`src/rtl/ycr_dmem_sram_resp_pkg.sv`:
```
// rtl/ycr_dmem_sram_resp_pkg.sv - dmem interface encodings and widths (ycr_memif values) for the SRAM responder
package ycr_dmem_sram_resp_pkg;
    localparam int YCR_IMEM_BSIZE  = 3;
    localparam int YCR_DMEM_AWIDTH = 32;
    localparam int YCR_DMEM_DWIDTH = 32;

    localparam logic       YCR_MEM_CMD_RD = 1'b0;
    localparam logic       YCR_MEM_CMD_WR = 1'b1;

    localparam logic [1:0] YCR_MEM_WIDTH_BYTE  = 2'b00;
    localparam logic [1:0] YCR_MEM_WIDTH_HWORD = 2'b01;
    localparam logic [1:0] YCR_MEM_WIDTH_WORD  = 2'b10;
    localparam logic [1:0] YCR_MEM_WIDTH_ERROR = 2'b11;

    localparam logic [1:0] YCR_MEM_RESP_NOTRDY  = 2'b00;
    localparam logic [1:0] YCR_MEM_RESP_RDY_OK  = 2'b01;
    localparam logic [1:0] YCR_MEM_RESP_RDY_ER  = 2'b10;
    localparam logic [1:0] YCR_MEM_RESP_RDY_LOK = 2'b11;

    function automatic logic [31:0] width_mask(input logic [1:0] width);
        case (width)
            YCR_MEM_WIDTH_BYTE:  return 32'h0000_00FF;
            YCR_MEM_WIDTH_HWORD: return 32'h0000_FFFF;
            default:             return 32'hFFFF_FFFF;
        endcase
    endfunction
endpackage

```
`src/rtl/ycr_dmem_sram_resp_if.sv`:
```
// rtl/ycr_dmem_sram_resp_if.sv - dmem request/response bundle; master = router side, slave = responder
interface ycr_dmem_sram_resp_if;
    import ycr_dmem_sram_resp_pkg::*;

    logic                       dmem_req;
    logic                       dmem_cmd;
    logic [YCR_IMEM_BSIZE-1:0]  dmem_bl;
    logic [1:0]                 dmem_width;
    logic [YCR_DMEM_AWIDTH-1:0] dmem_addr;
    logic [YCR_DMEM_DWIDTH-1:0] dmem_wdata;
    logic                       dmem_req_ack;
    logic [YCR_DMEM_DWIDTH-1:0] dmem_rdata;
    logic [1:0]                 dmem_resp;

    modport master (
        output dmem_req, dmem_cmd, dmem_bl, dmem_width, dmem_addr, dmem_wdata,
        input  dmem_req_ack, dmem_rdata, dmem_resp
    );

    modport slave (
        input  dmem_req, dmem_cmd, dmem_bl, dmem_width, dmem_addr, dmem_wdata,
        output dmem_req_ack, dmem_rdata, dmem_resp
    );
endinterface

```
`src/rtl/ycr_dmem_lane_align.sv`:
```
// rtl/ycr_dmem_lane_align.sv - byte-lane mask/replication for writes, shift/mask right-alignment for reads
module ycr_dmem_lane_align
    import ycr_dmem_sram_resp_pkg::*;
(
    input  logic [1:0]  wr_width,
    input  logic [1:0]  wr_off,
    input  logic [31:0] wdata,
    output logic [3:0]  wmask,
    output logic [31:0] din,
    input  logic [1:0]  rd_width,
    input  logic [1:0]  rd_off,
    input  logic [31:0] rword,
    output logic [31:0] rdata
);
    always_comb begin
        wmask = 4'b0000;
        din   = wdata;
        case (wr_width)
            YCR_MEM_WIDTH_BYTE: begin
                wmask = 4'b0001 << wr_off;
                din   = {4{wdata[7:0]}};
            end
            YCR_MEM_WIDTH_HWORD: begin
                wmask = 4'b0011 << wr_off;
                din   = {2{wdata[15:0]}};
            end
            YCR_MEM_WIDTH_WORD: wmask = 4'hF;
            default: ;
        endcase
    end

    // Zero-extended: upper bits cleared by the width mask, no sign extension
    assign rdata = (rword >> {rd_off, 3'b000}) & width_mask(rd_width);
endmodule

```
`src/rtl/ycr_dmem_sram_resp.sv`:
```
// rtl/ycr_dmem_sram_resp.sv - dmem router port to single-port SRAM responder; YCR_DMEM_RESP_BURST_EN enables read bursts
module ycr_dmem_sram_resp
    import ycr_dmem_sram_resp_pkg::*;
#(
    parameter int MEM_AWIDTH = 9
)(
    input  logic                  clk,
    input  logic                  rst,
    ycr_dmem_sram_resp_if.slave   dmem,
    output logic                  sram_csb,
    output logic                  sram_web,
    output logic [3:0]            sram_wmask,
    output logic [MEM_AWIDTH-1:0] sram_addr,
    output logic [31:0]           sram_din,
    input  logic [31:0]           sram_dout
);
    localparam logic [1:0] ST_IDLE = 2'd0;
    localparam logic [1:0] ST_RD   = 2'd1;
    localparam logic [1:0] ST_WR   = 2'd2;
    localparam logic [1:0] ST_ERR  = 2'd3;

    logic [1:0]  state;
    logic [1:0]  rd_width;
    logic [1:0]  rd_off;
    logic        resp_vld;
    logic        req_legal;
    logic        first_beat;
    logic        last_beat;
    logic [3:0]  lane_wmask;
    logic [31:0] lane_din;
    logic [31:0] lane_rdata;
    logic        unused_addr;

    assign unused_addr = ^dmem.dmem_addr[YCR_DMEM_AWIDTH-1:MEM_AWIDTH+2];

`ifdef YCR_DMEM_RESP_BURST_EN
    logic [YCR_IMEM_BSIZE-1:0] bl_r;
    logic [YCR_IMEM_BSIZE-1:0] iss_cnt;
    logic [YCR_IMEM_BSIZE-1:0] ret_cnt;

    assign first_beat = (ret_cnt == '0);
    assign last_beat  = (ret_cnt == bl_r - YCR_IMEM_BSIZE'(1));
`else
    assign first_beat = 1'b1;
    assign last_beat  = 1'b1;
`endif

    always_comb begin
        req_legal = 1'b1;
        case (dmem.dmem_width)
            YCR_MEM_WIDTH_BYTE:  ;
            YCR_MEM_WIDTH_HWORD: if (dmem.dmem_addr[0]) req_legal = 1'b0;
            YCR_MEM_WIDTH_WORD:  if (dmem.dmem_addr[1:0] != 2'b00) req_legal = 1'b0;
            default:             req_legal = 1'b0;
        endcase
        if (dmem.dmem_bl == '0) req_legal = 1'b0;
`ifdef YCR_DMEM_RESP_BURST_EN
        if (dmem.dmem_cmd == YCR_MEM_CMD_WR && dmem.dmem_bl != YCR_IMEM_BSIZE'(1)) req_legal = 1'b0;
`else
        if (dmem.dmem_bl != YCR_IMEM_BSIZE'(1)) req_legal = 1'b0;
`endif
    end

    ycr_dmem_lane_align u_lane_align (
        .wr_width (dmem.dmem_width),
        .wr_off   (dmem.dmem_addr[1:0]),
        .wdata    (dmem.dmem_wdata),
        .wmask    (lane_wmask),
        .din      (lane_din),
        .rd_width (rd_width),
        .rd_off   (first_beat ? rd_off : 2'b00),
        .rword    (sram_dout),
        .rdata    (lane_rdata)
    );

    // resp_vld marks the cycle where sram_dout holds the previous cycle's read
    always_ff @(posedge clk) begin
        if (rst) begin
            state      <= ST_IDLE;
            sram_csb   <= 1'b1;
            sram_web   <= 1'b1;
            sram_wmask <= 4'b0000;
            sram_addr  <= '0;
            sram_din   <= '0;
            resp_vld   <= 1'b0;
            rd_width   <= 2'b00;
            rd_off     <= 2'b00;
`ifdef YCR_DMEM_RESP_BURST_EN
            bl_r       <= '0;
            iss_cnt    <= '0;
            ret_cnt    <= '0;
`endif
        end else begin
            sram_csb   <= 1'b1;
            sram_web   <= 1'b1;
            sram_wmask <= 4'b0000;
            resp_vld   <= 1'b0;
            case (state)
                ST_IDLE: if (dmem.dmem_req) begin
                    if (!req_legal) begin
                        state <= ST_ERR;
                    end else if (dmem.dmem_cmd == YCR_MEM_CMD_WR) begin
                        state      <= ST_WR;
                        sram_csb   <= 1'b0;
                        sram_web   <= 1'b0;
                        sram_wmask <= lane_wmask;
                        sram_addr  <= dmem.dmem_addr[MEM_AWIDTH+1:2];
                        sram_din   <= lane_din;
                    end else begin
                        state     <= ST_RD;
                        sram_csb  <= 1'b0;
                        sram_addr <= dmem.dmem_addr[MEM_AWIDTH+1:2];
                        rd_width  <= dmem.dmem_width;
                        rd_off    <= dmem.dmem_addr[1:0];
`ifdef YCR_DMEM_RESP_BURST_EN
                        bl_r      <= dmem.dmem_bl;
                        iss_cnt   <= YCR_IMEM_BSIZE'(1);
                        ret_cnt   <= '0;
`endif
                    end
                end
                ST_RD: begin
                    resp_vld <= ~sram_csb;
`ifdef YCR_DMEM_RESP_BURST_EN
                    if (iss_cnt != bl_r) begin
                        sram_csb  <= 1'b0;
                        sram_addr <= sram_addr + MEM_AWIDTH'(1);
                        iss_cnt   <= iss_cnt + YCR_IMEM_BSIZE'(1);
                    end
                    if (resp_vld) begin
                        ret_cnt <= ret_cnt + YCR_IMEM_BSIZE'(1);
                        if (last_beat) state <= ST_IDLE;
                    end
`else
                    if (resp_vld) state <= ST_IDLE;
`endif
                end
                default: state <= ST_IDLE;
            endcase
        end
    end

    always_comb begin
        dmem.dmem_req_ack = (state == ST_IDLE) && !rst;
        dmem.dmem_resp    = YCR_MEM_RESP_NOTRDY;
        dmem.dmem_rdata   = '0;
        if (!rst) begin
            case (state)
                ST_WR:  dmem.dmem_resp = YCR_MEM_RESP_RDY_LOK;
                ST_ERR: dmem.dmem_resp = YCR_MEM_RESP_RDY_ER;
                ST_RD: if (resp_vld) begin
                    dmem.dmem_resp  = last_beat ? YCR_MEM_RESP_RDY_LOK : YCR_MEM_RESP_RDY_OK;
                    dmem.dmem_rdata = lane_rdata;
                end
                default: ;
            endcase
        end
    end
endmodule
```
`src/flat_wrapper.sv`:
```
// flat-port wrapper written by rule: the top's interface ports become plain ports
module ycr_dmem_sram_resp_flat import ycr_dmem_sram_resp_pkg::*;
#(
    parameter int MEM_AWIDTH = 9
)
  (clk, rst, sram_csb, sram_web, sram_wmask, sram_addr, sram_din, sram_dout, dmem_dmem_req, dmem_dmem_cmd, dmem_dmem_bl, dmem_dmem_width, dmem_dmem_addr, dmem_dmem_wdata, dmem_dmem_req_ack, dmem_dmem_rdata, dmem_dmem_resp);
  ycr_dmem_sram_resp_if dmem_i ();
  input  logic clk;
  input  logic rst;
  output logic sram_csb;
  output logic sram_web;
  output logic [3:0] sram_wmask;
  output logic [MEM_AWIDTH-1:0] sram_addr;
  output logic [31:0] sram_din;
  input  logic [31:0] sram_dout;
  input wire logic [$bits(dmem_i.dmem_req)-1:0] dmem_dmem_req;
  input wire logic [$bits(dmem_i.dmem_cmd)-1:0] dmem_dmem_cmd;
  input wire logic [$bits(dmem_i.dmem_bl)-1:0] dmem_dmem_bl;
  input wire logic [$bits(dmem_i.dmem_width)-1:0] dmem_dmem_width;
  input wire logic [$bits(dmem_i.dmem_addr)-1:0] dmem_dmem_addr;
  input wire logic [$bits(dmem_i.dmem_wdata)-1:0] dmem_dmem_wdata;
  output wire logic [$bits(dmem_i.dmem_req_ack)-1:0] dmem_dmem_req_ack;
  output wire logic [$bits(dmem_i.dmem_rdata)-1:0] dmem_dmem_rdata;
  output wire logic [$bits(dmem_i.dmem_resp)-1:0] dmem_dmem_resp;
  assign dmem_i.dmem_req = dmem_dmem_req;
  assign dmem_i.dmem_cmd = dmem_dmem_cmd;
  assign dmem_i.dmem_bl = dmem_dmem_bl;
  assign dmem_i.dmem_width = dmem_dmem_width;
  assign dmem_i.dmem_addr = dmem_dmem_addr;
  assign dmem_i.dmem_wdata = dmem_dmem_wdata;
  assign dmem_dmem_req_ack = dmem_i.dmem_req_ack;
  assign dmem_dmem_rdata = dmem_i.dmem_rdata;
  assign dmem_dmem_resp = dmem_i.dmem_resp;
  ycr_dmem_sram_resp #(.MEM_AWIDTH(MEM_AWIDTH)) u_core (.clk(clk), .rst(rst), .dmem(dmem_i), .sram_csb(sram_csb), .sram_web(sram_web), .sram_wmask(sram_wmask), .sram_addr(sram_addr), .sram_din(sram_din), .sram_dout(sram_dout));
endmodule
```
`config.mk`:
```
export PLATFORM = sky130hd
export DESIGN_NAME = ycr_dmem_sram_resp_flat
export DESIGN_NICKNAME = d
export VERILOG_FILES = /design/src/rtl/ycr_dmem_sram_resp_pkg.sv /design/src/rtl/ycr_dmem_sram_resp_if.sv /design/src/rtl/ycr_dmem_lane_align.sv /design/src/rtl/ycr_dmem_sram_resp.sv /design/src/flat_wrapper.sv
export SDC_FILE = /design/constraint.sdc
export NUM_CORES = 1
export LEC_CHECK = 0
export ABC_AREA = 1
export CORE_ASPECT_RATIO = 1.4
export CORE_MARGIN = 4
export CORE_UTILIZATION = 38
export CTS_CLUSTER_DIAMETER = 50
export DETAILED_ROUTE_END_ITERATION = 12
export HOLD_SLACK_MARGIN = 0.12
export PLACE_DENSITY = 0.77
export SLEW_MARGIN = 20
export SYNTH_ARGS = -nofsm -noshare
export SYNTH_HDL_FRONTEND = slang
export SYNTH_SLANG_ARGS = --single-unit
export TNS_END_PERCENT = 10
```
`constraint.sdc`:
```
create_clock -name clk -period 1.55 [get_ports clk]
set_input_delay 0.31 -clock clk [delete_from_list [all_inputs] [get_ports clk]]
set_output_delay 0.31 -clock clk [all_outputs]
set_load 0.02 [all_outputs]
```
# [Word-level counts from Yosys, hierarchy flattened]
# Cells that the tools add are included.
[totals] register_bits=54 in_bits=105 output_inout_bits=82 word_cells=64
[op_classes] eq_ne=9 n_shift=3 n_mux=21 n_bitwise=7 n_reduce_logical=15
[ops] op="$pmux W32 S2" n=2
[ops] op="$mux W32" n=3
[ops] op="$and A32 B32 Y32" n=1
[ops] op="$shr A32 B5 Y32" n=1
[ops] op="$mux W2" n=6
[ops] op="$pmux W4 S3" n=1
[ops] op="$reduce_and A4 Y1" n=2
[ops] op="$eq A2 B1 Y1 const B" n=3
[ops] op="$eq A2 B2 Y1 const B" n=3
[ops] op="$logic_not A2 Y1" n=3
[ops] op="$mux W1" n=6
[ops] op="$not A1 Y1" n=6
[ops] op="$pmux W2 S3" n=1
[ops] op="$reduce_or A5 Y1" n=1
[ops] op="$pmux W2 S2" n=1
[ops] op="$reduce_or A4 Y1" n=1
[ops] op="$shl A1 B2 Y4 const A" n=1
[ops] op="$shl A2 B2 Y4 const A" n=1
[ops] op="$logic_not A3 Y1" n=1
[ops] op="$ne A3 B1 Y1 const B" n=1
[ops] op="$pmux W1 S3" n=1
[ops] op="$reduce_and A3 Y1" n=1
[ops] op="$reduce_or A3 Y1" n=1
[ops] op="$ne A2 B1 Y1 const B" n=1
[ops] op="6 further kinds" n=6

# [Logic depth before layout (Yosys ltp)]
# Gate-level depths: netlist of run 1.
[depth] word_depth=8 ltp_mapped=10 ltp_nobuf=9

# [Hierarchy]
# A second synthesis of run 1 with hierarchy kept.
[hier_totals] cells_unflattened=642 area_unflattened_um2=3574.7
[modules_own_cells] mod="ycr_dmem_sram_resp" n_inst=1 cells_per_inst=383 area_per_inst_um2=2411.1 seq_area_each_um2=1081.0
[modules_own_cells] mod="ycr_dmem_lane_align" n_inst=1 cells_per_inst=259 area_per_inst_um2=1163.6 seq_area_each_um2=0.0

# [Worst setup path after synthesis of run 1]
# OpenSTA, ideal clock, no wires.
[synth_path] path_type="flip-flop to output port" from="reg u_core.state[0]" to="out dmem_dmem_rdata[10]" t_arrival_ps=1386 t_required_ps=1240 slack_ps=-146 path_stages_with_launch=8 n_path_buf=1 cell_sequence="dfxtp_1 > inv_1 > nor2_1 > inv_1 > nor3_1 > buf_2 > o21ai_1 > nor2_1"
[synth_via] elab_chain_cells=3
[synth_rtl] item="from (decl)" line_no="ycr_dmem_sram_resp.sv:22" rtl="logic [1:0] state;"
[synth_rtl] item="from (signal assigned)" line_no="ycr_dmem_sram_resp.sv:79" rtl="state <= ST_IDLE;"
[synth_rtl] item="from (signal assigned)" line_no="ycr_dmem_sram_resp.sv:101" rtl="state <= ST_ERR;"
[synth_rtl] item="from (signal assigned)" line_no="ycr_dmem_sram_resp.sv:103" rtl="state <= ST_WR;"
[synth_rtl] item="$eq A2 B1 Y1" line_no="ycr_dmem_sram_resp.sv:148" rtl="case (state)"
[synth_rtl] item="$mux W32" line_no="ycr_dmem_sram_resp.sv:148"
[synth_rtl] item="$mux W32" line_no="ycr_dmem_sram_resp.sv:147" rtl="if (!rst) begin"
[synth_rtl] item="to (decl)" line_no="flat_wrapper.sv:23" rtl="output wire logic [$bits(dmem_i.dmem_rdata)-1:0] dmem_dmem_rdata;"
# No other way between the ends.

# [Worst setup path in the final report of run 1]
[layout_path] from="reg u_core.state[0]" to="out dmem_dmem_rdata[14]"
# The elaborated chain is that of the path after synthesis.

==> flow_summary_export.csv, run 1 <==
group,metric,value,unit
yosys,avgSynthCellArea,5.970,sq um
critical_path,crit_path_top_delay_cell,"sky130_fd_sc_hd__dfxtp_2",
yosys,post_synth_num_cell_types,26,
timing,fin_crit_sh,122.9,%
timing,final.min_clock_period,1.906,ns
yosys,synth_warnings,0,
critical_path,critical_path_arrival,1.60,ns
timing,slew_viol_final,0,
floorplanning,starting_density,38.75,%
timing,maxSlewHeadroom,69.61,%
yosys,synthesis.nets,634,
placed_design,dpl.hpwl,8.987,mm
clocking,worstSkewPairLatency,0.30,ns
yosys,synthArstFlopShare,0,%
clocking,cts_root_buf,"sky130_fd_sc_hd__clkbuf_16",
clocking,clockBufferDepth,2,
floorplanning,placement_rows,39,
placed_design,buffer_ports.inserted,165,
drt,drt_iter0_drc,157,
timing,clock_skew,0.004710,ns
timing,grt_setup_unrepaired,"true",
timing,hold_viol,0,
min_path,worstHoldEndpoint,"u_core.state[0]",
critical_path,reg2reg_to,"u_core.resp_vld",
clocking,cts_tree,"done",
drt,route.detailed.drc,0,
pwr,report.power.total,0.003411,W
yosys,xor_xnor_cell_area_share_of_the_yosys_netlist,0,%
layout,area_delta_synth_final,84.43,%
layout,drive_above_1_share,23.66,%
drt,vias,3999,
critical_path,worstPathBufferInverterCount,5,
yosys,synth_enable_flop_cells,0,
critical_path,rrSetupSlack,-0.35,ns
yosys,netlist_area,3158,sq um
critical_path,path_common_cell,"sky130_fd_sc_hd__inv_2",
min_path,min_delay_path_depth,3,
global_routing,grt-ovfl-total,0,
layout,antenna_cells_inserted,0,
critical_path,timing.critical_path.required,1.24,ns
yosys,post_synth_fa_ha_maj_area_fraction,0,%
critical_path,startpoint_type,"register",
global_routing,antenna_found_initial,0,
timing,achievable-frequency,524.8,MHz
floorplanning,fp.dieH,115.9,um
min_path,min-delay-path-class,"input port to register",
drt,finalWirelength,11.52,mm
floorplanning,floorplan.die.width,85.05,um
global_routing,gr-usage-all-layers,22.71,%
yosys,cells_after_synthesis,529,
critical_path,worst-r2r-cell-count,14,
yosys,synth_top_family_by_area,"simple AND/OR/NAND/NOR gates",
placed_design,globalplace.congestion,0.9563,
global_routing,number_of_global_route_vias_before_repair,3906,
clocking,clkSinkCount,54,
drt,routed_wire_length_per_instance,13.55,um
yosys,synthMuxAreaShare,5.071,%
pwr,vdd_ir_drop_max,0.5437,mV
floorplanning,die_area,9854,sq um
critical_path,endpoint_kind,"output port",
drt,drtAntennaViolNets,0,
drt,route.detailed.vias_per_inst,4.705,
min_path,holdCritStartpoint,"rst",
drt,iteration_count_of_the_initial_detailed_routing_pass,4,
job,cap_violations,0,
yosys,synthFlopType,"sky130_fd_sc_hd__dfxtp_1",
floorplanning,floorplan.core_area,8149,sq um
critical_path,worstPathCellList,"inv_2 > nor2_4 > inv_2 > nor3_2 > buf_4 > buf_12 > o21ai_4 > nor2_2 > buf_6",
critical_path,path_class,"register to output port",
layout,share_of_the_core_filled_with_cells,71.47,%
critical_path,crit_start,"u_core.state[0]",
timing,worst-slew-pin-transition,0.4541,ns
timing,setup_viol_count_final,41,
pwr,power_density_of_the_placed_cells,585.6,nW/um^2
pwr,total_leakage_power,3.112,nW
clocking,cts_htree_levels,2,
critical_path,worstPathMaxFanout,10,
timing,postLayoutSetupSlackWorst,-0.3555,ns
yosys,post_synth_and_or_nand_nor_area_fraction,38.15,%
clocking,cts_inserted_buffers,5,
global_routing,grt_max_degree,49,
yosys,synth-compound-area-share,10.18,%
floorplanning,num_io_pins,187,
status,failed_checks,"negative setup slack",
timing,setup-tns-final,-10.63,ns
yosys,ys_seq_area_share,34.23,%
critical_path,r2r-start,"u_core.state[0]",
yosys,synth_seq_cells,54,
global_routing,wire_length_of_the_first_global_routing_pass,18.23,mm
critical_path,worst_path_dominant_cell_family,"buffers and inverters",
clocking,clkTransAtPathRegs,0.07,ns
status,status,"finished, violations left",
clocking,cts_hold_buffers,0,
critical_path,slowest_delay,0.34,ns
layout,num-nets-final,852,
worst max path at each step:
stage | slack, ns | cells after the start | end
global placement | -0.88 | 7 | dmem_dmem_rdata[15]
global route | -0.45 | 9 | dmem_dmem_rdata[12]
floorplan | -0.05 | 7 | dmem_dmem_rdata[1]
detailed placement | -0.91 | 7 | dmem_dmem_rdata[10]
CTS | -0.43 | 9 | dmem_dmem_rdata[10]
finish | -0.36 | 9 | dmem_dmem_rdata[14]
cells in the mapped netlist, types with 2 or more instances:
library cell	count	area share (%)
sky130_fd_sc_hd__nor2_1	113	13
sky130_fd_sc_hd__dfxtp_1	54	34
sky130_fd_sc_hd__a22o_1	5	1.4
sky130_fd_sc_hd__o211ai_1	5	1.2
sky130_fd_sc_hd__clkbuf_1	13	1.5
sky130_fd_sc_hd__nor3_1	2	0.32
sky130_fd_sc_hd__a31oi_1	4	0.79
sky130_fd_sc_hd__nor2_2	3	0.59
sky130_fd_sc_hd__o21ai_0	17	2.7
sky130_fd_sc_hd__inv_1	66	7.8
sky130_fd_sc_hd__buf_4	5	1.2
sky130_fd_sc_hd__buf_2	9	1.4
sky130_fd_sc_hd__mux2i_1	16	5.1
sky130_fd_sc_hd__nand2_1	172	20
sky130_fd_sc_hd__inv_2	2	0.24
sky130_fd_sc_hd__nand3_1	14	2.2
sky130_fd_sc_hd__a21oi_1	20	3.2
report_power, final:
group | leakage (nW) | switching (W) | internal, W
sequential | 0.437 | 0.0000106 | 0.00140
clock | 0.0836 | 0.000506 | 0.000757
combinational | 2.59 | 0.000325 | 0.000407
total | 3.11 | 0.000842 | 0.00257
state kept, by name (all words and copies together) (netlist names):
| name | count |
|---|---|
| u_core.sram_web | 1 |
| u_core.sram_addr | 9 |
| u_core.state | 2 |
| u_core.sram_csb | 1 |
| u_core.sram_din | 32 |
| u_core.rd_width | 2 |
| u_core.resp_vld | 1 |
| u_core.rd_off | 2 |
| u_core.sram_wmask | 4 |
area by class of cell:
type,count,area (sq um)
clock buffer,5,125.1
clock inverter,3,40.04
fill,704,2325
inverter,69,261.5
multi-input combinational,379,1922
sequential,54,1084
tap,102,127.6
timing repair buffer,238,2265
cells by family (layout without fill, tap and decap cells):
kind of cell | count (synthesis) | count (layout)
mux | 16 | 16
compound gates | 55 | 55
simple gates | 308 | 308
buf+inv | 96 | 315
flops | 54 | 54
layer usage:
| metal | track usage (%) | wire, um | vias to the layer above |
|---|---|---|---|
| li1 | - | - | 2044 |
| met1 | 24.19 | 4375 | 1767 |
| met2 | 43.36 | 5894 | 168 |
| met3 | 5.548 | 989 | 20 |
| met4 | 7.286 | 259 | 0 |
| met5 | 0 | 0 | - |
layout by cell type, fill, tap and decap left out, drive strengths merged:
cell type and n:
o211ai 5, nand2 172, clkdlybuf4s50 81, dfxtp 54
a31o 1, o21ai 19, nand3 14, a21boi 1
a22o 5, inv 68, buf 108, a31oi 4
bufinv 1, clkinv 3, mux2i 16, nand4 2
a21oi 20, nor3 2, nor2 117, dlymetal6s2s 10
dlygate4sd2 39, clkbuf 5, or2 1
through the flow:
stage / instance area [sq um] / hold slack (ns) / setup WS, ns / cells
after floorplan: 3269 / 0.3791 / -0.05011 / 529
after global placement: 5441 / 0.4282 / -0.8770 / 831
after detailed placement: 5441 / 0.4433 / -0.9113 / 831
after CTS: 5705 / 0.4556 / -0.4279 / 849
after global routing: 5824 / 0.4211 / -0.4526 / 850
final: 5824 / 0.3916 / -0.3555 / 850
repair_timing:
action | CTS | global route
endpoints found under the setup margin | 109 | 90
pin swaps | 2 | 2
cloned | 1 | 0
setup buffers | 9 | 1
gates resized for setup | 254 | 36
worst register-to-register path, delay by kind of cell (launching register included):
| kind | cells | cell delay, ns |
|---|---|---|
| buffers and inverters | 12 | 1.32 |
| flip-flops | 1 | 0.34 |
| AND/OR/NAND/NOR | 2 | 0.18 |
Power figures use the tool's default switching activity.
==> inputs of run 2 (changes only) <==
--- a/config.mk
+++ b/config.mk
@@ -8,11 +8,11 @@
 export ABC_AREA = 1
 export CORE_ASPECT_RATIO = 1.4
 export CORE_MARGIN = 4
-export CORE_UTILIZATION = 38
+export CORE_UTILIZATION = 41
 export CTS_CLUSTER_DIAMETER = 50
 export DETAILED_ROUTE_END_ITERATION = 12
 export HOLD_SLACK_MARGIN = 0.12
-export PLACE_DENSITY = 0.77
+export PLACE_DENSITY = 0.83
 export SLEW_MARGIN = 20
 export SYNTH_ARGS = -nofsm -noshare
 export SYNTH_HDL_FRONTEND = slang
==> constraint.sdc (replaced) <==
create_clock -name clk -period 2.2 [get_ports clk]
set_input_delay 0.44 -clock clk [delete_from_list [all_inputs] [get_ports clk]]
set_output_delay 0.44 -clock clk [all_outputs]
set_load 0.02 [all_outputs]
==> flow_summary_export.csv, run 2 (synthesized netlist as in run 1, its figures left out) <==
group,metric,value,unit
status,status,"finished, final reports clean",
placed_design,buffer_ports.inserted,165,
global_routing,antenna_found_initial,0,
floorplanning,placement_rows,37,
critical_path,crit_path_top_delay_cell,"sky130_fd_sc_hd__dfxtp_1",
timing,fin_crit_sh,94.26,%
pwr,power_density_of_the_placed_cells,407.4,nW/um^2
layout,mostFrequentLayoutCell,"sky130_fd_sc_hd__nand2_1",
layout,n_fill_cell,678,
job,cap_violations,0,
drt,drtAntennaViolNets,0,
min_path,min-delay-path-class,"register to register",
critical_path,path_class,"register to output port",
min_path,min_delay_path_depth,1,
layout,drive_above_1_share,12.99,%
critical_path,worst-r2r-cell-count,9,
drt,iteration_count_of_the_initial_detailed_routing_pass,4,
layout,area_delta_synth_final,61.73,%
layout,layout_common_cells,"sky130_fd_sc_hd__nand2_1 (172), sky130_fd_sc_hd__clkdlybuf4s50_1 (129), sky130_fd_sc_hd__nor2_1 (109)",
global_routing,grt-ovfl-total,0,
min_path,worstHoldEndpoint,"u_core.resp_vld",
min_path,holdCritStartpoint,"u_core.sram_csb",
timing,postLayoutSetupSlackWorst,0.1264,ns
global_routing,gr-usage-all-layers,22.81,%
placed_design,globalplace.congestion,0.8381,
clocking,worstSkewPairLatency,0.31,ns
layout,num-nets-final,812,
clocking,clkTransAtPathRegs,0.09,ns
critical_path,endpoint_kind,"output port",
timing,maxSlewHeadroom,55.18,%
placed_design,dpl.hpwl,8.659,mm
drt,route.detailed.drc,0,
global_routing,number_of_global_route_vias_before_repair,3698,
timing,clock_skew,0.01160,ns
global_routing,grt_max_degree,49,
floorplanning,num_io_pins,187,
timing,worst-slew-pin-transition,0.6698,ns
floorplanning,floorplan.core_area,7407,sq um
drt,drt_iter0_drc,145,
layout,registers.top_by_ff_count,"u_core.sram_din",
floorplanning,starting_density,42.64,%
critical_path,worstPathCellList,"inv_1 > nor2_1 > inv_1 > nor3_2 > buf_4 > nand3_1 > buf_6 > nor2_1 > buf_2",
timing,slew_viol_final,0,
timing,setup_viol_count_final,0,
timing,setup-tns-final,0,ns
floorplanning,fp.dieH,111.8,um
critical_path,startpoint_type,"register",
critical_path,worstPathMaxFanout,16,
timing,grt_setup_unrepaired,"true",
clocking,post_cts_buffers,0,
clocking,cts_htree_levels,2,
layout,largest_reg_flops,32,
critical_path,timing.critical_path.required,1.76,ns
clocking,cts_tree,"done",
critical_path,slowest_delay,0.33,ns
timing,hold_viol,0,
pwr,vdd_ir_drop_max,0.5566,mV
critical_path,r2r-start,"u_core.state[1]",
clocking,cts_inserted_buffers,5,
placed_design,detailedPlace.worstSlack,-0.4820,ns
floorplanning,die_area,9191,sq um
timing,final.min_clock_period,2.074,ns
clocking,clkSinkCount,54,
clocking,cts_root_buf,"sky130_fd_sc_hd__clkbuf_8",
drt,finalWirelength,10.76,mm
critical_path,critical_path_arrival,1.63,ns
timing,achievable-frequency,482.2,MHz
critical_path,rrSetupSlack,0.58,ns
layout,largest_registers,"u_core.sram_din: 32 flops, u_core.sram_addr: 9 flops, u_core.sram_wmask: 4 flops",
global_routing,wire_length_of_the_first_global_routing_pass,16.66,mm
drt,routed_wire_length_per_instance,13.37,um
clocking,clockBufferDepth,2,
layout,antenna_cells_inserted,0,
critical_path,reg2reg_to,"u_core.sram_din[18]",
drt,vias,3885,
floorplanning,floorplan.die.width,82.18,um
drt,route.detailed.vias_per_inst,4.826,
pwr,total_leakage_power,2.542,nW
==> run 2: cell count changes in the layout (fill, tap and decap cells not counted), moves of 4 or more <==
cell                              before  now
sky130_fd_sc_hd__nor2_2               15    7
sky130_fd_sc_hd__clkbuf_16             5    0
sky130_fd_sc_hd__buf_2                 0   16
sky130_fd_sc_hd__clkbuf_8              0    5
sky130_fd_sc_hd__nor2_1               85  109
sky130_fd_sc_hd__nor2_4               17    1
sky130_fd_sc_hd__inv_2                 6    2
sky130_fd_sc_hd__buf_4                77   45
sky130_fd_sc_hd__inv_1                61   66
sky130_fd_sc_hd__dlygate4sd2_1        39    1
sky130_fd_sc_hd__clkdlybuf4s50_1      81  129
sky130_fd_sc_hd__dlymetal6s2s_1       10    2
sky130_fd_sc_hd__buf_6                25    2
==> run 2: worst max path at each step <==
| stage | start | to | slack (ns) |
|---|---|---|---|
| 6_report | u_core.state[0] | dmem_dmem_rdata[28] | 0.13 |
| 4_1_cts | rst | dmem_dmem_rdata[21] | -0.13 |
| 2_1_floorplan | rst | dmem_dmem_resp[1] | 0.36 |
| 3_3_place_gp | rst | dmem_dmem_rdata[12] | -0.43 |
| 5_1_grt | u_core.state[0] | dmem_dmem_rdata[25] | -0.01 |
| 3_5_place_dp | rst | dmem_dmem_rdata[15] | -0.48 |
==> run 2: worst max-delay path, delay by kind of cell, from the launching register on <==
family	cells	cell delay (ns)
buf+inv	5	0.61
simple gates	4	0.38
flops	1	0.33
==> run 2: final cells by class <==
type,count,area (sq um),area share [%]
Clock buffer,7,76.32,1.494
Clock inverter,1,30.03,0.5879
Inverter,69,259.0,5.071
Multi-Input combinational cell,379,1724,33.76
Sequential cell,54,1081,21.17
Tap cell,97,121.4,2.376
Timing Repair Buffer,198,1815,35.55
==> run 2: through the flow <==
step	cells	total power (W)	util [%]	area, sq um	hold WS, ns
after global routing	805	0.002181	68.95	5107	0.4581
final	805	0.002081	68.95	5107	0.4434
after CTS	805	0.002100	68.51	5075	0.4492
after global placement	797	0.001433	68.48	5072	0.4293
after floorplan	529	0.001185	-	3158	0.4893
after detailed placement	797	0.001443	68.48	5072	0.4361
==> run 2: metal layers <==
layer  part of all wire [%]  GRT usage [%]  wire [um]
met5                      0              0          0
met4                    3.0          9.645        320
met3                     11          7.767       1139
met2                     50          41.34       5392
met1                     36          22.82       3911
==> run 2: report_power, final <==
| part | switching [W] | internal (W) |
|---|---|---|
| sequential | 0.00000627 | 0.000989 |
| combinational | 0.000194 | 0.000233 |
| clock | 0.000317 | 0.000341 |
| total | 0.000518 | 0.00156 |
==> run 2: what timing repair did <==
item | in CTS | in global routing
hold buffers | 0 | 0
pin swaps | 0 | 1
setup endpoints to repair | 34 | 33
gates cloned | 0 | 0
gates resized for setup | 125 | 37
==> inputs of run 3 (changes only) <==
--- a/config.mk
+++ b/config.mk
@@ -13,6 +13,7 @@
 export DETAILED_ROUTE_END_ITERATION = 12
 export HOLD_SLACK_MARGIN = 0.12
 export PLACE_DENSITY = 0.83
+export REMOVE_ABC_BUFFERS = 1
 export SLEW_MARGIN = 20
 export SYNTH_ARGS = -nofsm -noshare
 export SYNTH_HDL_FRONTEND = slang
==> flow_summary_export.csv, run 3 (synthesized netlist as in run 1, its figures left out) <==
group,metric,value,unit
layout,antenna_cells_inserted,0,
layout,num-nets-final,814,
global_routing,antenna_found_initial,0,
layout,layout.cell_area.non_filler,5160,sq um
critical_path,slowest_delay,0.42,ns
pwr,cellInternalPower,0.001516,W
layout,mostFrequentLayoutCell,"sky130_fd_sc_hd__nand2_1",
timing,maxSlewHeadroom,71.76,%
timing,setup-tns-final,0,ns
pwr,seq_power_share,48.8,%
pwr,power.combinational.fraction,20.9,%
min_path,min-delay-path-class,"register to register",
layout,drive_above_1_share,13.24,%
floorplanning,fp.dieH,111.8,um
critical_path,endpoint_kind,"output port",
critical_path,worstPathCellList,"clkdlybuf4s50_1 > nor3_1 > buf_4 > o21ai_2 > nor2_1 > clkdlybuf4s15_2",
drt,route.detailed.drc,0,
drt,drtAntennaViolNets,0,
timing,setup_viol_count_final,0,
pwr,power.share.clock,30.2,%
floorplanning,floorplan.core_area,7407,sq um
timing,fin_crit_sh,99.13,%
clocking,clkTransAtPathRegs,0.08,ns
placed_design,buffer_ports.inserted,165,
timing,slew_viol_final,0,
layout,layout_common_cells,"sky130_fd_sc_hd__nand2_1 (172), sky130_fd_sc_hd__clkdlybuf4s50_1 (130), sky130_fd_sc_hd__nor2_1 (107)",
timing,clock_skew,0.01454,ns
clocking,cts_inserted_buffers,5,
drt,route.detailed.vias_per_inst,4.703,
drt,routed_wire_length_per_instance,12.62,um
critical_path,worstPathMaxFanout,8,
layout,largest_reg_flops,32,
critical_path,worst_path_dominant_cell_family,"buffers and inverters",
timing,grt_setup_unrepaired,"true",
job,cap_violations,0,
pwr,power.share.switching,25.67,%
critical_path,startpoint_type,"input port",
layout,largest_registers,"u_core.sram_din: 32 flops, u_core.sram_addr: 9 flops, u_core.sram_wmask: 4 flops",
timing,finalHoldWorstSlack,0.4387,ns
layout,area_delta_synth_final,63.39,%
drt,iteration_count_of_the_initial_detailed_routing_pass,4,
timing,worst-slew-pin-transition,0.4235,ns
placed_design,detailedPlace.worstSlack,-0.5126,ns
timing,hold_viol,0,
critical_path,crit_path_top_delay_cell,"sky130_fd_sc_hd__clkdlybuf4s50_1",
timing,achievable-frequency,458.5,MHz
placed_design,dpl_cell_area,5100,sq um
pwr,vdd_ir_drop_max,0.4099,mV
critical_path,path_class,"input port to output port",
clocking,worstSkewPairLatency,0.32,ns
clocking,cts_hold_buffers,0,
clocking,clkSinkCount,54,
pwr,power_density_of_the_placed_cells,395.2,nW/um^2
critical_path,worstPathBufferInverterCount,3,
floorplanning,placement_rows,37,
floorplanning,num_io_pins,187,
timing,postLayoutSetupSlackWorst,0.01908,ns
status,status,"finished, final reports clean",
clocking,cts_root_buf,"sky130_fd_sc_hd__clkbuf_8",
placed_design,place_inst,799,
floorplanning,die_area,9191,sq um
drt,vias,3795,
placed_design,dpl.hpwl,8.070,mm
placed_design,globalplace.congestion,0.7924,
global_routing,grt_max_degree,49,
pwr,total_leakage_power,2.534,nW
clocking,cts_tree,"done",
clocking,clockBufferDepth,2,
drt,drt_iter0_drc,130,
clocking,cts_htree_levels,2,
layout,post_layout_nonfiller_instances,807,
layout,registers.top_by_ff_count,"u_core.sram_din",
global_routing,gr-usage-all-layers,21.88,%
global_routing,grt-ovfl-total,0,
timing,final.min_clock_period,2.181,ns
floorplanning,floorplan.die.width,82.18,um
floorplanning,starting_density,42.64,%
pwr,p_sw,0.0005236,W
clocking,post_cts_buffers,0,
critical_path,critical_path_arrival,1.74,ns
drt,finalWirelength,10.18,mm
global_routing,wire_length_of_the_first_global_routing_pass,16.25,mm
critical_path,timing.critical_path.required,1.76,ns
global_routing,number_of_global_route_vias_before_repair,3740,
## run 3: path summary, 6_finish.rpt
| check | from | to | slack, ns | cells after the start |
|---|---|---|---|---|
| max | rst | dmem_dmem_rdata[12] | 0.02 | 6 |
| min | u_core.sram_csb | u_core.resp_vld | 0.44 | 1 |
| max reg2reg | u_core.state[1] | u_core.sram_din[26] | 0.57 | 9 |
| min reg2reg | u_core.sram_csb | u_core.resp_vld | 0.44 | 1 |
## run 3: area by class of cell
cell class	instances	area, sq um
Sequential cell	54	1082
Timing Repair Buffer	200	1883
Clock inverter	1	8.758
Tap cell	97	121.4
Multi-Input combinational cell	379	1709
Clock buffer	7	96.34
Fill cell	634	2247
Inverter	69	259.0
## run 3: worst register-to-register path, delay by kind of cell, from the launching register on
family,cells,cell delay (ns)
flops,1,0.32
simple gates,6,0.74
buf+inv,3,0.53
## run 3: repair_timing
item / 4_1_cts / 5_1_grt
gates resized for setup: 124 / 34
pin swaps: 0 / 0
gates cloned: 0 / 0
endpoints found under the setup margin: 34 / 32
## run 3: metal layers
layer	GRT usage (%)	wire length, um
met1	22.46	3664
met2	39.02	5051
met3	8.495	1283
met4	7.871	184
met5	0	0
## run 3: power groups by stage
stage	Sequential (W)	Clock [W]	Combinational, W
after floorplan	0.00103	0	0.000143
after global placement	0.00102	0	0.000419
after detailed placement	0.00102	0	0.000427
after CTS	0.000995	0.000635	0.000428
after global routing	0.000998	0.000671	0.000470
final	0.000996	0.000617	0.000427
## run 3: through the flow
step | util [%] | power, W
3_5_place_dp | 68.85 | 0.001444
5_1_grt | 69.66 | 0.002139
3_3_place_gp | 68.85 | 0.001436
6_report | 69.66 | 0.002039
2_1_floorplan | - | 0.001173
4_1_cts | 68.83 | 0.002058
